===== src/rtl/slc3_mem_arbiter.sv =====
// Two-port round-robin arbiter that sequences single-port SLC-3 BRAM accesses with fixed wait states.
// Optional memory-mapped I/O at the all-ones address is enabled by defining SLC3_MMIO_EN.
module slc3_mem_arbiter #(
    parameter int READ_LAT = 2,
    parameter int ADDR_W   = 16,
    parameter int DATA_W   = 16
) (
    input  logic              clk_i,
    input  logic              reset_i,
    input  logic              req0_i,
    input  logic              req1_i,
    input  logic              we0_i,
    input  logic              we1_i,
    input  logic [ADDR_W-1:0] addr0_i,
    input  logic [ADDR_W-1:0] addr1_i,
    input  logic [DATA_W-1:0] wdata0_i,
    input  logic [DATA_W-1:0] wdata1_i,
    output logic              grant0_o,
    output logic              grant1_o,
    output logic              done0_o,
    output logic              done1_o,
    output logic [DATA_W-1:0] rdata_o,
    output logic              busy_o,
`ifdef SLC3_MMIO_EN
    input  logic [DATA_W-1:0] sw_i,
    output logic [DATA_W-1:0] hex_o,
`endif
    output logic              bram_ena_o,
    output logic              bram_wea_o,
    output logic [ADDR_W-1:0] bram_addr_o,
    output logic [DATA_W-1:0] bram_din_o,
    input  logic [DATA_W-1:0] bram_dout_i
);

    localparam int CNT_W = (READ_LAT > 1) ? $clog2(READ_LAT) : 1;

    typedef enum logic [1:0] {S_IDLE, S_ISSUE, S_WAIT, S_DONE} state_t;

    state_t              state_q, state_d;
    logic                last_grant_q, last_grant_d;
    logic                winner_q, winner_d;
    logic                we_q, we_d;
    logic [ADDR_W-1:0]   addr_q, addr_d;
    logic [DATA_W-1:0]   wdata_q, wdata_d;
    logic [CNT_W-1:0]    cnt_q, cnt_d;
    logic [DATA_W-1:0]   rdata_q, rdata_d;
    logic                pick1;
    logic                mmio_hit;

`ifdef SLC3_MMIO_EN
    logic [DATA_W-1:0]   hex_q, hex_d;
    assign mmio_hit = (addr_q == {ADDR_W{1'b1}});
    assign hex_o    = hex_q;
`else
    assign mmio_hit = 1'b0;
`endif

    // State register; the latched request fields are reset too so the BRAM bus idles at zero.
    always_ff @(posedge clk_i) begin
        if (reset_i) begin
            state_q      <= S_IDLE;
            last_grant_q <= 1'b1;
            winner_q     <= 1'b0;
            we_q         <= 1'b0;
            addr_q       <= '0;
            wdata_q      <= '0;
            cnt_q        <= '0;
            rdata_q      <= '0;
`ifdef SLC3_MMIO_EN
            hex_q        <= '0;
`endif
        end else begin
            state_q      <= state_d;
            last_grant_q <= last_grant_d;
            winner_q     <= winner_d;
            we_q         <= we_d;
            addr_q       <= addr_d;
            wdata_q      <= wdata_d;
            cnt_q        <= cnt_d;
            rdata_q      <= rdata_d;
`ifdef SLC3_MMIO_EN
            hex_q        <= hex_d;
`endif
        end
    end

    always_comb begin
        state_d      = state_q;
        last_grant_d = last_grant_q;
        winner_d     = winner_q;
        we_d         = we_q;
        addr_d       = addr_q;
        wdata_d      = wdata_q;
        cnt_d        = cnt_q;
        rdata_d      = rdata_q;
        pick1        = 1'b0;
`ifdef SLC3_MMIO_EN
        hex_d        = hex_q;
`endif
        case (state_q)
            S_IDLE: begin
                if (req0_i || req1_i) begin
                    // Under contention the port that did not win last time goes first.
                    pick1        = (req0_i && req1_i) ? ~last_grant_q : req1_i;
                    winner_d     = pick1;
                    last_grant_d = pick1;
                    we_d         = pick1 ? we1_i    : we0_i;
                    addr_d       = pick1 ? addr1_i  : addr0_i;
                    wdata_d      = pick1 ? wdata1_i : wdata0_i;
                    state_d      = S_ISSUE;
                end
            end
            S_ISSUE: begin
                if (we_q || mmio_hit) begin
`ifdef SLC3_MMIO_EN
                    if (mmio_hit) begin
                        if (we_q) hex_d   = wdata_q;
                        else      rdata_d = sw_i;
                    end
`endif
                    state_d = S_DONE;
                end else if (READ_LAT == 1) begin
                    rdata_d = bram_dout_i;
                    state_d = S_DONE;
                end else begin
                    cnt_d   = CNT_W'(READ_LAT - 1);
                    state_d = S_WAIT;
                end
            end
            S_WAIT: begin
                if (cnt_q == '0) begin
                    rdata_d = bram_dout_i;
                    state_d = S_DONE;
                end else begin
                    cnt_d = cnt_q - 1'b1;
                end
            end
            default: state_d = S_IDLE;
        endcase
    end

    always_comb begin
        busy_o      = (state_q != S_IDLE);
        grant0_o    = busy_o & ~winner_q;
        grant1_o    = busy_o &  winner_q;
        done0_o     = (state_q == S_DONE) & ~winner_q;
        done1_o     = (state_q == S_DONE) &  winner_q;
        rdata_o     = rdata_q;
        bram_ena_o  = (state_q == S_ISSUE) & ~mmio_hit;
        bram_wea_o  = bram_ena_o & we_q;
        bram_addr_o = bram_ena_o ? addr_q  : '0;
        bram_din_o  = bram_ena_o ? wdata_q : '0;
    end

endmodule


===== config.mk =====
export PLATFORM = sky130hd
export DESIGN_NAME = slc3_mem_arbiter
export DESIGN_NICKNAME = d
export VERILOG_FILES = /design/src/rtl/slc3_mem_arbiter.sv
export SDC_FILE = /design/constraint.sdc
export NUM_CORES = 1
export LEC_CHECK = 0
export BUFFER_PORTS_ARGS = -buffer_cell sky130_fd_sc_hd__buf_2
export CAP_MARGIN = 20
export CORE_MARGIN = 4
export CORE_UTILIZATION = 40
export DETAILED_ROUTE_END_ITERATION = 16
export GPL_ROUTABILITY_DRIVEN = 0
export PLACE_DENSITY_LB_ADDON = 0.2
export SYNTH_ARGS = -nofsm -noshare
export SYNTH_HDL_FRONTEND = slang
export SYNTH_SLANG_ARGS = --single-unit

===== constraint.sdc =====
create_clock -name clk_i -period 1.5 [get_ports clk_i]
set_input_delay 0.15 -clock clk_i [delete_from_list [all_inputs] [get_ports clk_i]]
set_output_delay 0.15 -clock clk_i [all_outputs]
set_load 0.005 [all_outputs]

==> summary.txt <==
Outcome
  – Status: complete, but fails checks
  – Failing checks: negative setup slack

Timing
  – Setup TNS: -2184 ps
  – Fin crit period: 1631 ps
  – Fin worst setup slack: -130.9 ps
  – Maximum clock rate: 0.6132 GHz
  – Final Hold Slack: 63.70 ps
  – Least-Margin Pin Slew: 496.6 ps
  – Final setup viols: 34
  – Final Hold Vio Count: 0
  – Worst rel slew slack: 66.89%
  – Fin Clk Skew: 6.874 ps
  – Tcrit/Tclk final: 108.7%
  – Pins Over Slew Limit: 0
  – Unrepaired setup endpoints after global routing: true

Global route
  – Total GRT Usage: 18.68%
  – Vias in the first global route: 2,651
  – Total grt overflow: 0
  – Largest net degree at the start of global routing: 35
  – First-pass GRT wire length: 12,820 um
  – Initial antenna violation count: 0

Synth
  – Main area contributors after synthesis: dfxtp_1 (40%), a211oi_2 (13%), a21oi_1 (9.4%)
  – Share of the synthesized area in the top cell type: 39.85%
  – Post-Syn Instances: 330
  – Synth Area in Compound Gates: 26.80%
  – Seq/Total Area, Yosys: 39.85%
  – Simple-gate area share of the yosys netlist: 24.08%
  – Mapped Area: 2713 sq um
  – Synth cell types: 29
  – Cell accounting for the most synthesized area: dfxtp_1
  – Synthesized Nets: 420
  – Mux share of post-synthesis cell area: 0.7380%
  – Avg Inst Size Synth: 8.220 sq um
  – XOR/XNOR Fraction of Synth Area: 0%
  – Seq cells post-synth: 54
  – Synth warn: 0
  – Largest family of logic cells by synthesized area: compound AO/OA/AOI/OAI gates
  – Post-Synth Adder-Cell Area: 1.845%

Power and ir drop
  – Net Sw Frac: 38.12%
  – Flop pwr share: 27.6%
  – Internal power: 4.782 mW
  – Total power: 7.727 mW
  – Power per cell area: 1861 nW/um^2
  – Peak VDD IR: 843.9 uV
  – Leakage: 1.939 nW
  – Sw Pwr: 2.945 mW
  – Clock Power Share: 13.0%
  – Combinational cell fraction of total power: 59.4%

Placement
  – PortBufs: 140
  – Detailed Place HPWL: 5491 um

Setup path
  – CP required: 1350 ps
  – Crit path buffers/inverters: 4
  – CP peak stage delay: 340 ps
  – CP Launch Type: register
  – Crit-path leading delay family: buffers and inverters
  – Crit. End Element: primary output
  – Crit-path cells: buf_6, ha_4, buf_12, buf_12, and2_4, buf_6
  – Slowest-stage cell, CP: dfxtp_2
  – Critical path fanouts, max: 6
  – Crit path DAT: 1480 ps
  – Critical path class: register to primary output

Drt
  – Residual DRC: 0
  – TritonRoute pass-1 iters: 4
  – Vias per cell: 5.052
  – Post-Route WL: 8634 um
  – Antenna viol nets, final: 0
  – Routed wire per std cell: 15.53 um
  – Via count: 2,809
  – DR iter-0 viols: 85

Clock tree
  – CTS H-tree depth: 2
  – Clock root buffer: clkbuf_8
  – CTS tree: built
  – Total CTS buffers: 5
  – Worst-Skew Late Latency: 310 ps
  – CTS clock-pin slew for the worst setup and hold paths: 100 ps
  – CTS Buffer Depth: 2
  – Sink Count: 54

Final layout
  – Ant. Diodes: 0
  – P&R area growth vs syn: 53.04%
  – Most frequent cells in the layout: buf_2 (119), nand2_1 (65), dfxtp_1 (52)
  – Commonest non-fill, non-tap cell in the layout: buf_2
  – Final-stage net count: 568
  – Fillers: 569
  – Share of layout cells above drive strength 1: 51.36%

Die
  – Cell Rows: 29
  – Starting Density: 42.00%
  – Core footprint: 6459 sq um
  – Vert. Die Dim: 90.35 um
  – Die ar.: 8163 sq um
  – # IOs: 141
  – Chip width: 90.35 um

Worst hold path
  – HP Class: input pin to register

Flow run
  – Max_cap viols: 0
## logic make-up (layout without fill, tap and decap cells)
family / after synthesis / in the layout
AO/OA/AOI/OAI: 93 / 93
flip-flops: 54 / 54
adder cells (fa/ha/maj): 4 / 4
AND/OR/NAND/NOR: 145 / 145
multiplexers: 2 / 2
buffers and inverters: 32 / 181
## metal layers
| metal | routed length (um) | up-vias | global-route usage [%] | part of all wire [%] |
|---|---|---|---|---|
| met1 | 3666 | 1311 | 23.97 | 42 |
| met3 | 700 | 7 | 6.083 | 8.1 |
| met4 | 79 | 0 | 4.464 | 0.91 |
| met2 | 4187 | 99 | 30.43 | 48 |
| li1 | - | 1392 | - | - |
| met5 | 0 | - | 0 | 0 |
## layout make-up
cell class / instances / area, sq um / share of cell area [%]
flip-flops and latches: 54 / 1084 / 26.10
clock inverters: 3 / 45.04 / 1.085
well taps: 77 / 96.34 / 2.321
clock buffers: 5 / 68.82 / 1.658
multi-input cells: 244 / 1599 / 38.52
inverters: 4 / 15.01 / 0.3617
repair buffers: 169 / 1244 / 29.96
## registers in the layout, indices dropped and copies added (netlist names)
name / flops
state_q: 2
we_q: 1
winner_q: 1
addr_q: 16
rdata_o: 16
cnt_q: 1
last_grant_q: 1
wdata_q: 16
## final timing paths
kind                       start       endpoint  slack [ps]  cells after the start
setup / recovery      state_q[0]  bram_din_o[1]        -130                      6
hold / removal    bram_dout_i[7]     rdata_o[7]          60                      3
setup reg to reg      state_q[0]   last_grant_q          40                      7
hold reg to reg       rdata_o[6]     rdata_o[6]         460                      2
## worst reg2reg max path, stage by stage (launching register included)
cell and delay, ps:
dfxtp_2 350, inv_1 60, buf_4 130, ha_4 190, buf_4 150, a21oi_2 130
a31oi_1 60, or2_2 280
## what timing repair did
item,in CTS,in global routing
hold buffers,0,0
pin swaps,7,23
resized for setup,36,38
cloned,2,5
setup buffers,5,1
endpoints found under the setup margin,89,71
## power groups by stage
stage / sequential (mW) / combinational (mW) / clock [mW]
2_1_floorplan: 2.09 / 2.11 / 0
3_3_place_gp: 2.10 / 3.17 / 0
3_5_place_dp: 2.12 / 3.20 / 0
4_1_cts: 2.11 / 3.88 / 1.01
5_1_grt: 2.19 / 4.99 / 1.08
6_report: 2.13 / 4.59 / 1.00
## stage by stage
step | cell area, sq um | util, % | setup slack [ps] | std cells
after floorplan | 2713 | - | 97.48 | 330
after global placement | 3528 | 54.63 | -145.0 | 537
after detailed placement | 3528 | 54.63 | -214.2 | 537
after CTS | 3896 | 60.33 | -151.4 | 550
after global routing | 4151 | 64.28 | -177.5 | 556
final | 4151 | 64.28 | -130.9 | 556
## cells in the mapped netlist
cell      number
a211oi_1       4
a211oi_2      29
a21bo_2        1
a21boi_4       1
a21oi_1       51
a22oi_1        2
a31oi_1        1
and2_1        34
buf_1          1
buf_2          8
buf_4          3
buf_6          4
clkbuf_1       8
clkbuf_2       2
clkbuf_4       2
dfxtp_1       54
ha_1           4
inv_1          4
mux2i_1        2
nand2_1       65
nand2b_1       4
nand3b_1       1
nor2_1        37
nor2b_1        3
o21a_1         1
o21ai_0        1
o21ai_2        1
o31ai_1        1
or2_2          1
Note: power is estimated with default switching activity, not from simulation.
